[src/rtl/hazard_scoreboard.sv]
// hazard_scoreboard: ID-stage load-use and multi-cycle-unit stall generation,
// plus sequencing of the multi-cycle unit's single write-back slot.
module hazard_scoreboard #(
    parameter int MC_LAT = 4
) (
    input  logic       clk_i,
    input  logic       rst_i,
    input  logic       ID_Valid_i,
    input  logic [4:0] ID_RsAddr_i,
    input  logic [4:0] ID_RtAddr_i,
    input  logic       ID_UsesRs_i,
    input  logic       ID_UsesRt_i,
    input  logic       ID_RegWrite_i,
    input  logic [4:0] ID_RdAddr_i,
    input  logic       ID_MemRead_i,
    input  logic       ID_MultiCycle_i,
    input  logic       Flush_i,
    output logic       Stall_o,
    output logic       LoadUseStall_o,
    output logic       MCStall_o,
    output logic       MC_Busy_o,
    output logic [4:0] MC_Rd_o,
    output logic       MC_WbEn_o
);
    typedef enum logic {IDLE, BUSY} state_t;

    state_t     state, state_n;
    logic [3:0] cnt, cnt_n;
    logic [4:0] mc_rd, mc_rd_n, ld_rd;
    logic       mc_wr, mc_wr_n, ld_v, issue, mc_dep;

    always_comb begin
        LoadUseStall_o = ld_v & ID_Valid_i &
                         ((ID_UsesRs_i & (ID_RsAddr_i == ld_rd)) | (ID_UsesRt_i & (ID_RtAddr_i == ld_rd)));
        mc_dep = mc_wr & ((ID_UsesRs_i & (ID_RsAddr_i == mc_rd)) | (ID_UsesRt_i & (ID_RtAddr_i == mc_rd)) |
                          (ID_RegWrite_i & (ID_RdAddr_i == mc_rd)));
        MCStall_o = (state == BUSY) & ID_Valid_i & (ID_MultiCycle_i | mc_dep);
        Stall_o   = LoadUseStall_o | MCStall_o;
        MC_Busy_o = (state == BUSY);
        MC_Rd_o   = mc_rd;
    end

    assign issue = ID_Valid_i & ~Stall_o & ~Flush_i;

    always_comb begin
        state_n   = state;
        cnt_n     = cnt;
        mc_rd_n   = mc_rd;
        mc_wr_n   = mc_wr;
        MC_WbEn_o = 1'b0;
        if (state == IDLE) begin
            if (issue & ID_MultiCycle_i) begin
                state_n = BUSY;
                cnt_n   = 4'(MC_LAT - 1);
                mc_rd_n = ID_RdAddr_i;
                mc_wr_n = ID_RegWrite_i & (ID_RdAddr_i != 5'd0);
            end
        end else if (cnt != 4'd0) begin
            cnt_n = cnt - 4'd1;
        end else begin
            MC_WbEn_o = mc_wr;
            state_n   = IDLE;
        end
    end

    // A stalled or flushed cycle shifts a bubble into EX, so ld_v drops.
    always_ff @(posedge clk_i or negedge rst_i) begin
        if (!rst_i) begin
            state <= IDLE;
            cnt   <= 4'd0;
            mc_rd <= 5'd0;
            mc_wr <= 1'b0;
            ld_v  <= 1'b0;
            ld_rd <= 5'd0;
        end else begin
            state <= state_n;
            cnt   <= cnt_n;
            mc_rd <= mc_rd_n;
            mc_wr <= mc_wr_n;
            ld_v  <= issue & ID_MemRead_i & ID_RegWrite_i & (ID_RdAddr_i != 5'd0);
            ld_rd <= ID_RdAddr_i;
        end
    end
endmodule

[config.mk]
export PLATFORM = sky130hd
export DESIGN_NAME = hazard_scoreboard
export DESIGN_NICKNAME = d
export VERILOG_FILES = /design/src/rtl/hazard_scoreboard.sv
export SDC_FILE = /design/constraint.sdc
export NUM_CORES = 1
export LEC_CHECK = 0
export ABC_CLOCK_PERIOD_IN_PS = 3600
export BUFFER_PORTS_ARGS = -buffer_cell sky130_fd_sc_hd__buf_4
export CAP_MARGIN = 20
export CORE_MARGIN = 3
export CORE_UTILIZATION = 50
export DETAILED_ROUTE_END_ITERATION = 8
export GPL_TIMING_DRIVEN = 0
export PLACE_DENSITY = 0.86
export SKIP_CTS_REPAIR_TIMING = 1
export SYNTH_ARGS = -nofsm -noshare
export SYNTH_HDL_FRONTEND = slang
export SYNTH_SLANG_ARGS = --single-unit
[constraint.sdc]
create_clock -name clk_i -period 3.6 [get_ports clk_i]
set_clock_uncertainty 0.1 [all_clocks]
set_input_delay 0.72 -clock clk_i [delete_from_list [all_inputs] [get_ports clk_i]]
set_output_delay 0.72 -clock clk_i [all_outputs]
set_load 0.05 [all_outputs]
==> reports/summary.txt, run 1 <==
status: complete, no violations
CP Cell Sequence: buf_4 > xor2_1 > nor4_1 > nand3_1 > and4b_1 > o21ai_0 > buf_4
capturing point of the worst reg2reg path: MC_Rd_o[2]
ANT cells: 0
design area: 0.001319 mm²
root buf cell: clkbuf_4
sequential share of power: 36.9%
Final GP Congestion: 0.7770
Mapped Cells: 94
Ports: 34
commonest non-fill, non-tap cell in the layout: buf_4
synth warn: 0
drt drc: 0
Comb pwr share: 52.5%
Max Root-Sink Buffers: 2
DR vias: 823
Setup TNS: 0 ns
via/cell ratio: 5.276
Pre-antenna DRT Iters: 4
worst setup path class: input port to primary output
initial antenna violation count: 0
# nets final: 157
total CTS buffers: 3
delay-heaviest family, CP: simple AND/OR/NAND/NOR gates
most frequent cells in the layout: buf_4 (33), dfrtp_1 (17), xnor2_1 (13)
Rows: 15
Worst path slowest cell: nor4_1
core area: 0.001821 mm²
Max Cap Violations: 0
unique cell type count in the Yosys netlist: 28
total grt overflow: 0
first-pass GRT wire length: 4022 µm
Post-DP Area: 0.001292 mm²
reg-to-reg slack, setup: 1.77 ns
TritonCTS clock tree: done
Final Slew Violations: 0
GRT Util Overall: 21.02%
die area: 0.002603 mm²
vias in the first global route: 901
Setup crit start: ID_RsAddr_i[3]
P_leak: 0.6300 nW
fmax: 352.2 MHz
Die Y: 51.02 µm
CP required: 2.78 ns
Worst-Margin Slew: 0.3703 ns
Bufs and invs on worst path: 2
CP Max Fanout: 3
Clock power frac: 10.5%
synthesized area: 0.001013 mm²
post-route ant nets: 0
Net Count, Synth: 119
routed wire length: 2355 µm
syn_area_per_cell: 10.78 µm²
Most common cell on crit path: buf_4
Die Wd: 51.02 µm
final setup fails: 0
Final period util: 78.87%
sw frac: 45.48%
max incr delay on CP: 0.28 ns
unrepaired setup endpoints after global routing: false
Seq/Total Area, Yosys: 41.98%
Multi-input gate area: 558.0 µm²
DP Wirelength: 1948 µm
Peak VDD IR: 417.4 µV
ratio of cells with drive above 1 in the final layout: 35.88%
worst r2r src: ld_rd[3]
routed len/inst: 15.10 µm
Worst-path clk slew: 0.09 ns
end point of the critical path: Stall_o
startpoint types: input port
CP endpoint kind: primary output
Power Dens Cells: 711.5 mW/mm²
largest net degree at the start of global routing: 18
Clock H-tree levels: 1
synthesis-to-layout area growth: 30.12%
CP Depth: 7
final-report hold violation count: 0
minimum clock period: 2.839 ns
CP Data Arrival Time: 2.02 ns
Slew HR: 75.05%
Port Buffer Count: 33
internal power: 0.5116 mW
Fillers: 128
DR iter-0 viols: 19
NetSw: 0.4267 mW
Yosys reg bits: 17
clk_lat worst skew: 0.29 ns
Reg area: 425.4 µm²
HP Class: input port to asynchronous set/reset pin
Starting Density: 55.67%
Reg2Reg Depth: 6
clock sink total: 17
Yosys cell counts:
| cell type | instances | area, µm² |
|---|---|---|
| mux2_2 | 2 | 22.52 |
| nor3_1 | 1 | 5.000 |
| a31o_2 | 2 | 17.52 |
| xor2_1 | 12 | 105.1 |
| nand2_1 | 2 | 7.510 |
| and2_1 | 1 | 6.260 |
| o211ai_1 | 1 | 7.510 |
| a22oi_1 | 1 | 7.510 |
| nor2b_1 | 1 | 6.260 |
| nor4_1 | 4 | 25.02 |
| nor2_1 | 7 | 26.28 |
| o211a_1 | 1 | 10.01 |
| inv_1 | 5 | 18.77 |
| and4b_1 | 1 | 10.01 |
| buf_6 | 1 | 11.26 |
| xnor2_1 | 13 | 113.9 |
| or4_1 | 2 | 15.01 |
| nand4_2 | 1 | 12.51 |
| nand3_1 | 3 | 15.01 |
| a21oi_1 | 1 | 5.000 |
| o22a_2 | 1 | 10.01 |
| dfrtp_1 | 17 | 425.4 |
| o21ai_0 | 2 | 10.01 |
| ha_1 | 1 | 12.51 |
| mux2i_1 | 1 | 10.01 |
| mux2_4 | 4 | 60.06 |
| nand2b_1 | 2 | 12.51 |
| nand4_1 | 4 | 25.02 |
sequential cells by signal (all words and copies together), names as in the netlist:
register   flops
MC_Busy_o      1
MC_Rd_o        5
cnt            4
ld_rd          5
ld_v           1
mc_wr          1
cell families (layout without fill, tap and decap cells):
family	count (synthesis)	in the layout	synth area share (%)
and+or+nand+nor	29	29	16.42
xor gates and xnor gates	25	25	21.60
DFF	17	17	41.98
AOI/OAI and AO/OA	9	9	6.667
muxes	7	7	9.136
buffers and inverters	6	43	2.963
adders and majority gates	1	1	1.234
per-layer routing:
metal | track usage [%] | wire length [µm]
met1 | 22.66 | 946
met2 | 40.77 | 1249
met3 | 2.624 | 119
met4 | 8.072 | 40
met5 | 0 | 0
stage by stage:
step                setup slack, ns  std cells  utilization, %  hold slack, ns  power (mW)
global placement             0.7704        152           71.00          0.4332      0.8224
detailed placement           0.7461        152           71.00          0.4420      0.8459
finish                       0.7606        156           72.44          0.1786      0.9383
CTS                          0.7432        156           72.44          0.1753      0.9466
floorplan                    0.2213         94               -          0.3244      0.6889
global route                 0.6204        156           72.44          0.1817       1.003
final cells by class:
type                       instances  share of cell area [%]
multi-input combinational         71                   42.32
inverter                           5                   1.423
clock buffer                       4                   1.992
tap                               25                   2.372
sequential                        17                   32.26
timing repair buffer              33                   18.79
buffer                             1                  0.8539
worst min-delay path by stage:
| stage | from | to | slack, ns |
|---|---|---|---|
| floorplan | rst_i | MC_Busy_o | 0.32 |
| global placement | cnt[3] | cnt[3] | 0.43 |
| detailed placement | cnt[3] | cnt[3] | 0.44 |
| CTS | rst_i | cnt[1] | 0.18 |
| global route | rst_i | MC_Rd_o[4] | 0.18 |
| finish | rst_i | cnt[1] | 0.18 |
power by group through the flow:
| stage | registers (mW) | clock network [mW] | logic [mW] |
|---|---|---|---|
| detailed placement | 0.349 | 0 | 0.497 |
| global placement | 0.342 | 0 | 0.480 |
| finish | 0.347 | 0.0989 | 0.493 |
| CTS | 0.345 | 0.103 | 0.499 |
| global route | 0.360 | 0.109 | 0.534 |
| floorplan | 0.450 | 0 | 0.239 |
Note: power is estimated with default switching activity, not from simulation.
==> inputs of run 2 (changes only) <==
- ABC_CLOCK_PERIOD_IN_PS: 3600 -> 2440
- CORE_UTILIZATION: 50 -> 44
- PLACE_DENSITY: 0.86 -> 0.81
- clock period: 3.6 -> 2.44 ns (I/O delays scaled with it)
==> run 2 against run 1 <==
Compared with the run above:
- critical path depth decreased by 1
- final area is 4.8% higher
- worst hold slack gained 0.048 ns
- setup slack got worse by 0.81 ns
- sequential share of layout area down 1.0 points
- utilization decreased by 5.4 points
- the flow now finishes with violations (negative setup slack)
- first-iteration DRC count fell by 26%
==> reports/summary.txt, run 2 (same netlist as run 1, synthesis figures left out) <==
Rows: 16
GRT Util Overall: 20.17%
CP Cell Sequence: xor2_1 > nor4_1 > nand3_1 > and4b_2 > o21ai_2 > buf_6
CP endpoint kind: primary output
Pre-antenna DRT Iters: 4
Max Cap Violations: 0
core area: 0.002062 mm²
CP Data Arrival Time: 1.91 ns
final hold slack: 0.2268 ns
Slew HR: 76.17%
final setup fails: 2
CP Max Fanout: 5
Setup TNS: -0.09995 ns
TritonCTS clock tree: done
Die Y: 54.00 µm
Max Root-Sink Buffers: 2
total CTS buffers: 3
most frequent cells in the layout: buf_4 (34), xnor2_1 (13), dfrtp_1 (12), xor2_1 (12), nor2_1 (6)
Post-DP Area: 0.001301 mm²
Util after Layout: 67.05%
Worst path slowest cell: dfrtp_2
via/cell ratio: 5.278
CP required: 1.85 ns
Die Wd: 54.00 µm
Reg2Reg Depth: 6
status: finished with violations
startpoint types: register
worst hold path depth: 1
minimum clock period: 2.493 ns
max incr delay on CP: 0.47 ns
final cell count without fillers: 162
final-report hold violation count: 0
drt drc: 0
Starting Density: 49.15%
Final GP Congestion: 0.7821
vias in the first global route: 911
commonest non-fill, non-tap cell in the layout: buf_4
Power Dens Cells: 1059 mW/mm²
Ports: 34
Fillers: 172
DR iter-0 viols: 14
DP Cell Count: 154
worst setup path class: register to primary output
Clock H-tree levels: 1
Final period util: 102.2%
P_leak: 0.6495 nW
post-route ant nets: 0
die area: 0.002915 mm²
clock sink total: 17
Peak VDD IR: 664.1 µV
Worst-Margin Slew: 0.3559 ns
HP Class: input port to register
Worst-path clk slew: 0.10 ns
clk_lat worst skew: 0.29 ns
Final Slew Violations: 0
design area: 0.001383 mm²
unrepaired setup endpoints after global routing: true
Port Buffer Count: 33
DR vias: 855
root buf cell: clkbuf_4
first-pass GRT wire length: 4160 µm
post-route setup slack: -0.05315 ns
synthesis-to-layout area growth: 36.42%
initial antenna violation count: 0
# nets final: 161
total grt overflow: 0
ANT cells: 0
routed len/inst: 15.88 µm
failing checks: negative setup slack
routed wire length: 2572 µm
fmax: 401.1 MHz
ratio of cells with drive above 1 in the final layout: 44.44%
DP Wirelength: 1989 µm
largest net degree at the start of global routing: 18
==> run 2: cell types whose count changed in the layout (fill, tap and decap cells not counted), sizes merged <==
| cell | before | now |
|---|---|---|
| clkinv | 0 | 1 |
| buf | 34 | 37 |
| clkbuf | 4 | 3 |
| dlygate4sd3 | 0 | 1 |
==> run 2: worst paths after layout <==
kind                                 from    endpoint  slack, ns
setup / recovery               MC_Rd_o[3]     Stall_o      -0.05
hold / removal             ID_RdAddr_i[0]    ld_rd[0]       0.23
setup reg to reg                 ld_rd[3]  MC_Rd_o[3]       0.55
hold reg to reg                    cnt[3]      cnt[3]       0.46
max in group asynchronous           rst_i  MC_Rd_o[4]       1.55
min in group asynchronous           rst_i      cnt[3]       0.48
==> run 2: power by group <==
group	leakage [nW]	internal (mW)	total (mW)	switching (mW)
combinational	0.434	0.351	0.798	0.447
sequential	0.198	0.388	0.514	0.127
clock	0.0177	0.0611	0.152	0.0913
total	0.650	0.800	1.46	0.665
==> run 2: worst max-delay path: cells and delay by family, from the launching register on <==
family                 cells  cell delay, ns
AND/OR/NAND/NOR            3            0.67
buffers and inverters      1            0.17
XOR/XNOR                   1            0.17
AO/OA/AOI/OAI              1            0.13
flip-flops                 1            0.47
==> run 2: final cells by class <==
type / count / area, µm² / share of cell area (%)
plain buffers: 1 / 11.26 / 0.8145
clock buffers: 3 / 22.52 / 1.629
clock inverters: 1 / 5.005 / 0.3620
inverters: 5 / 18.77 / 1.357
multi-input cells: 71 / 571.8 / 41.36
flip-flops and latches: 17 / 431.7 / 31.22
well taps: 27 / 33.78 / 2.443
repair buffers: 37 / 287.8 / 20.81
==> run 2: through the flow <==
stage,power [mW],setup slack [ns]
2_1_floorplan,1.023,-0.2792
3_3_place_gp,1.223,0.1012
3_5_place_dp,1.253,0.07107
4_1_cts,1.412,-0.1520
5_1_grt,1.563,-0.1509
6_report,1.465,-0.05315
==> run 2: metal layers <==
metal / wire length, µm / track usage, %
met5: 0 / 0
met4: 19 / 6.224
met3: 114 / 1.662
met2: 1453 / 39.72
met1: 985 / 22.45
